==> src/rtl/rr_grant_arbiter.sv <==
// Round-robin arbiter with a registered one-hot grant that is held until ack or
// until the optional hold timer expires; the pointer advances past each released line.
module rr_grant_arbiter #(
    parameter int LINES   = 16,
    parameter int TIMEOUT = 255,
    parameter int CW      = $clog2(TIMEOUT + 1)
) (
    input  logic             clk,
    input  logic             rst,
    input  logic [LINES-1:0] req,
    input  logic             ack,
    output logic [LINES-1:0] grant,
    output logic             grant_valid,
    output logic             timeout
);

    localparam int PW    = $clog2(LINES);
    localparam int CNT_W = (CW < 1) ? 1 : CW;

    localparam logic [0:0] ST_IDLE = 1'b0;
    localparam logic [0:0] ST_BUSY = 1'b1;

    localparam logic [LINES-1:0] LINE_ONE = LINES'(1);
    localparam logic [PW-1:0]    PTR_ONE  = PW'(1);
    localparam logic [PW-1:0]    PTR_LAST = PW'(LINES - 1);
    localparam logic [CNT_W-1:0] CNT_ONE  = CNT_W'(1);
    localparam logic [CNT_W-1:0] CNT_LAST = CNT_W'((TIMEOUT > 0) ? TIMEOUT - 1 : 0);

    logic [0:0]       r_state;
    logic [PW-1:0]    r_ptr;
    logic [PW-1:0]    r_idx;
    logic [CNT_W-1:0] r_cnt;
    logic [LINES-1:0] r_grant;
    logic             r_timeout;

    logic [LINES-1:0] w_mask;
    logic [LINES-1:0] w_upper;
    logic [LINES-1:0] w_pick;
    logic [LINES-1:0] w_onehot;
    logic [PW-1:0]    w_idx;
    logic [PW-1:0]    w_next_ptr;
    logic             w_expire;

    // Lines at or above the pointer get first pick; otherwise fall back to the wrapped scan.
    for (genvar gi = 0; gi < LINES; gi++) begin : g_mask
        assign w_mask[gi] = (int'(r_ptr) <= gi);
    end

    assign w_upper  = req & w_mask;
    assign w_pick   = (|w_upper) ? w_upper : req;
    assign w_onehot = w_pick & (~w_pick + LINE_ONE);

    always_comb begin
        w_idx = '0;
        for (int i = 0; i < LINES; i++) begin
            if (w_onehot[i]) begin
                w_idx = PW'(i);
            end
        end
    end

    assign w_next_ptr = (r_idx == PTR_LAST) ? '0 : r_idx + PTR_ONE;
    assign w_expire   = (TIMEOUT != 0) && (r_cnt == CNT_LAST);

    always_ff @(posedge clk or posedge rst) begin
        if (rst) begin
            r_state   <= ST_IDLE;
            r_ptr     <= '0;
            r_idx     <= '0;
            r_cnt     <= '0;
            r_grant   <= '0;
            r_timeout <= 1'b0;
        end else begin
            r_timeout <= 1'b0;
            if (r_state == ST_IDLE) begin
                if (|req) begin
                    r_grant <= w_onehot;
                    r_idx   <= w_idx;
                    r_cnt   <= '0;
                    r_state <= ST_BUSY;
                end
            end else begin
                if (ack || w_expire) begin
                    // ack wins over a simultaneous expiry, so no timeout pulse then.
                    r_grant   <= '0;
                    r_ptr     <= w_next_ptr;
                    r_cnt     <= '0;
                    r_state   <= ST_IDLE;
                    r_timeout <= ~ack;
                end else begin
                    r_cnt <= r_cnt + CNT_ONE;
                end
            end
        end
    end

    assign grant       = r_grant;
    assign grant_valid = |r_grant;
    assign timeout     = r_timeout;

endmodule

==> config.mk <==
export PLATFORM = sky130hd
export DESIGN_NAME = rr_grant_arbiter
export DESIGN_NICKNAME = d
export VERILOG_FILES = /design/src/rtl/rr_grant_arbiter.sv
export SDC_FILE = /design/constraint.sdc
export NUM_CORES = 1
export LEC_CHECK = 0
export CORE_MARGIN = 2
export CORE_UTILIZATION = 25
export CTS_CLUSTER_DIAMETER = 50
export DETAILED_ROUTE_END_ITERATION = 16
export MAX_ROUTING_LAYER = met4
export PLACE_DENSITY = 0.43
export SLEW_MARGIN = 0
export SYNTH_ARGS = -nofsm -noshare
export SYNTH_HDL_FRONTEND = slang
export SYNTH_SLANG_ARGS = --single-unit
==> constraint.sdc <==
create_clock -name clk -period 4.5 [get_ports clk]
set_input_delay 1.35 -clock clk [delete_from_list [all_inputs] [get_ports clk]]
set_output_delay 1.35 -clock clk [all_outputs]
set_load 0.01 [all_outputs]
Word level (Yosys, flattened, before mapping)
Index checks and enable logic that the tools add are counted.

Equal/unequal tests: 3. Bitwise logic cells: 5. Add/sub/neg operators: 3. Order comparisons: 15. Reductions and logical operators: 8. Shift-type cells: 0. Divide/modulo/power cells: 0. $mul: 0. Muxes and demuxes: 28.

Operators by type and width (count): 16-bit 2-to-1 mux (4); 4-bit 2-to-1 mux (14); 16-bit OR reduction (3); 16-bit bitwise AND (2); 4-bit less-or-equal comparator (second input constant) (7); 8-bit 2-to-1 mux (3); 16-bit by 1-bit adder with 16-bit output (second input constant) (1); 4-bit by 3-bit less-or-equal comparator with 1-bit output (second input constant) (4); 16-bit inverter (1); 8-bit by 1-bit adder with 8-bit output (second input constant) (1); 8-bit equality test (second input constant) (1); 4-bit by 1-bit less-or-equal comparator with 1-bit output (second input constant) (2); 4-bit by 2-bit less-or-equal comparator with 1-bit output (second input constant) (2); 1-bit 2-to-1 mux (6); 2-bit AND reduction (3); 4-bit by 1-bit adder with 4-bit output (second input constant) (1); 4-bit equality test (second input constant) (1); 2-bit 2-to-1 mux (1); 2-bit by 1-bit != test with 1-bit output (second input constant) (1); 1-bit inverter (2); 2-bit nonzero test (1); 1-bit logical OR (1).

Register bits after elaboration: 34. Memory bits (writable): 0. Logic and storage cells: 68. Bits in read-only memories: 0. Latch bits: 0. Input port bits: 19. Output and inout bits: 18. Memories: 0.

Logic depth before layout (Yosys ltp)
Depth after elaboration: 22. Gate-level depth with buffers: 11. Gate-level depth less buffers: 8.

Worst setup path after synthesis
Ideal clock, no wire load.

Kind: input to register. Start point: input port req[0]. End point: register r_idx[0]. Path slack: 0.996 ns. Buffers on the path: 1. Cell stages on the path: 9. Required time: 4.374 ns. Setup time: 0.126 ns. Data arrival time: 3.378 ns. Cells stage by stage: or3b_1 > a221o_1 > nand3_4 > nor3_2 > buf_6 > a221oi_4 > nand3_4 > o31a_1 > a221o_1.

Longest elaborated chain between the ends: 21. Elaborated cells on any way between the ends: 23. Classes of those cells: 1 x add/sub; 16 x mux; 3 x bitwise; 3 x reduce/logical.

Ends and longest elaborated chain: start, declared (line 10) `input logic [LINES-1:0] req,`; 16-bit bitwise AND (line 49) `assign w_upper = req & w_mask;`; 16-bit OR reduction (line 50) `assign w_pick = (|w_upper) ? w_upper : req;`; 16-bit 2-to-1 mux (line 50); 16-bit inverter (line 51) `assign w_onehot = w_pick & (~w_pick + LINE_ONE);`; 16-bit by 1-bit adder with 16-bit output (line 51); 16-bit bitwise AND (line 51); 1-bit 2-to-1 mux (line 56) `if (w_onehot[i]) begin`; 2-bit 2-to-1 mux (line 56); 4-bit 2-to-1 mux (13 in series) (line 56); end signal, assigned (line 78) `r_idx <= w_idx;`; end, declared (line 31) `logic [PW-1:0] r_idx;`.

Parallel ways exist; a longest one is shown, timed or not. A chain may end at the register's enable or synchronous reset.

Worst setup path in the final report
Start point: input port req[11]. End point: register r_idx[1].

Longest elaborated chain between the ends: 20. Elaborated cells on any way between the ends: 22. Classes of those cells: 1 x add/sub; 15 x mux; 3 x bitwise; 3 x reduce/logical.

Ends and longest elaborated chain (line): 16-bit bitwise AND (49); 16-bit OR reduction (50); 16-bit 2-to-1 mux (50); 16-bit inverter (51); 16-bit by 1-bit adder with 16-bit output (51); 16-bit bitwise AND (51); 2-bit 2-to-1 mux (56); 4-bit 2-to-1 mux (13 in series) (56).

Parallel ways exist; a longest one is shown, timed or not.

==> results_dict.tcl <==
set metrics [dict create \
    status "finished clean" \
    cts_setup_buffers 0 \
    hold_violations 0 \
    clock_skew_ns 0.00342 \
    power_density_mw_per_mm2 477 \
    grt_pass1_vias 2369 \
    die_area_mm2 0.0108 \
    synth-simple-area-share_pct 24.9 \
    cts.clk_slew.worst_paths_ns 0.07 \
    fin_crit_ns 4.24 \
    grt_usage_pct 15.4 \
    clock_sinks 34 \
    max_freq_mhz 236 \
    vias_per_cell 5.21 \
    die_w_um 104 \
    cp_max_fo 9 \
    arrival_ns 4.40 \
    max_stage_delay_ns 0.64 \
    avgSynthCellArea_um2 8.67 \
    postLayoutCoreUtil_pct 32.6 \
    vias 2436 \
    ys_ff_latch 34 \
    synth_top_family_by_area "compound AO/OA/AOI/OAI gates" \
    synth_fa_ha_area_share_pct 1.50 \
    drv_slew 0 \
    hold_class "register to register" \
    routedWlPerCell_um 16.8 \
    reg2regPathDepth 8 \
    cts_hold_buf 0 \
    synth_edf_count 0 \
    fin_crit_sh_pct 94.2 \
    finalSetupTns_ns 0 \
    critPathCaptureType "register" \
    drv_cap 0 \
    synth_top_flop_cell "dfrtp_1" \
    final_antenna_net_count 0 \
    port_buffers 36 \
    antenna_cells 0 \
    min_path_cells 2 \
    clockRootBuffer "clkbuf_8" \
    antenna_found_initial 0 \
    cts_resized 0 \
    nets 356 \
    setup_violations 0 \
    crit_path_top_delay_cell "nor3_2" \
    p_leak_nw 1.26 \
    drive_gt1_share_pct 11.9 \
    synth_commonest_cells "dfrtp_1 (34), o21ai_0 (29), nand2_1 (27)" \
    syn_nets 311 \
    core_area_mm2 0.00973 \
    rsz0062_at_grt "no" \
    ir_worst_vdd_v 0.000143 \
    final_cells 468 \
    worst-setup-path-type "input pin to register" \
    synthArstFlopShare_pct 100 \
    drc 0 \
    initial_core_util_pct 25.7 \
    htreeDepth 2 \
    required_ns 4.66 \
    dr_wl_met3_um 411 \
    die_h_um 104 \
    grt_max_degree 35 \
    grt_pass1_wl_um 13000 \
    area_growth_syn_to_layout_pct 26.6 \
    synth.most_common_cell "dfrtp_1" \
    dp_cells 460 \
    insertion_delay_ns 0.27 \
    synth.area.mux_share_pct 0.849 \
    drt_wl_total_um 7870 \
    ys.warnings.count 0 \
    tightest_slew_ns 0.760 \
    finalWeightedCongestion 0.812 \
    fillers 1071 \
    crit_chain "clkdlybuf4s50_1 -> o21ba_2 -> a2111oi_4 -> nand2_4 -> nor3_2 -> o21ai_0 -> a22oi_1 -> o211ai_1 -> o32a_1" \
    dr.pass1.iters 4 \
    synth_top_area_share_pct 34.0 \
    start_kind "input pin" \
    cts_buffers 5 \
    synth_cell_types 71 \
    drtIter0Drc 164 \
    cts_tree "built" \
    rows 36 \
    dr.max_layer_used "met4" \
    yosysTopAreaCell "dfrtp_1" \
    relSlewSlack_pct 49.1 \
    routed-wl-met2_um 3840 \
    synth_area_mm2 0.00250 \
    syn-instance-count 289 \
    wl_met1_um 3540 \
    hpwl_um 6010 \
    seq_area_frac_synth_pct 34.0 \
    ys_top_cells_by_area "dfrtp_1 (34%), o21ai_0 (5.8%), nand2_1 (4.0%)" \
    synth-xor-area-share_pct 1.40 \
    io_pins 37 \
    synth-compound-area-share_pct 32.0 \
    overflow 0 \
    cts.path.max_buffers 2 \
]
[cell type report]
class / count / area, µm² / share of cell area, %
sequential: 34 / 851 / 26.8
inverter: 15 / 56.3 / 1.78
clock buffer: 7 / 76.3 / 2.41
tap: 133 / 166 / 5.25
multi-input combinational: 227 / 1520 / 47.9
clock inverter: 1 / 30.0 / 0.947
timing repair buffer: 51 / 473 / 14.9
[worst max-delay path: cells and delay by family]
kind | cells | cell delay [ns]
compound gates | 6 | 1.78
simple gates | 2 | 0.77
buf+inv | 1 | 0.50
[stage by stage]
stage | area (µm²) | power [mW] | worst slack, ns | hold WS [ns]
floorplan | 2500 | 0.983 | 0.996 | 0.469
global route | 3170 | 1.63 | 0.156 | 0.549
global placement | 3070 | 1.25 | 0.0435 | 0.497
detailed placement | 3070 | 1.24 | 0.0262 | 0.508
finish | 3170 | 1.51 | 0.260 | 0.517
CTS | 3170 | 1.52 | 0.310 | 0.516
[worst paths after layout]
| path | startpoint | to | slack [ns] |
|---|---|---|---|
| max | req[11] | r_idx[1] | 0.26 |
| min | grant[2] | grant[2] | 0.52 |
| max reg2reg | r_ptr[3] | r_idx[1] | 1.02 |
| min reg2reg | grant[2] | grant[2] | 0.52 |
| max in group asynchronous | rst | grant[1] | 2.71 |
| min in group asynchronous | rst | r_cnt[2] | 1.47 |
[per-layer routing]
metal  GRT usage, %  up-vias
met2           25.4       66
met1           19.8     1185
met3           3.38        6
met4           2.03        0
li1               -     1179
met5              -        -
[flip-flops by register name (all words and copies together), names as in the netlist]
name     count
grant       16
r_cnt        8
r_idx        4
r_ptr        4
r_state      1
timeout      1
[cell families after synthesis]
kind of cell / Yosys count
buf+inv: 28
simple gates: 113
mux: 2
flops: 34
fa+ha+maj: 3
compound gates: 105
xor+xnor: 4
[layout by cell type, fill, tap and decap left out, drive strengths merged, types with 6 or more instances in the layout]
master	Yosys	routed
inv	15	15
a21oi	12	12
a22o	6	6
buf	9	15
nand2b	6	6
nand2	28	28
a21o	8	8
nand3	9	9
nor2	22	22
o21ai	30	30
clkdlybuf4s50	0	36
clkbuf	4	7
nor3	8	8
dfrtp	34	34
nor2b	9	9
nor4	8	8
[where the power goes]
group | leakage, nW | internal, mW | switching (mW) | total [mW]
combinational | 0.759 | 0.340 | 0.416 | 0.756
clock | 0.0524 | 0.166 | 0.110 | 0.276
sequential | 0.450 | 0.355 | 0.125 | 0.479
No activity file was read; power rests on OpenSTA's default activity.
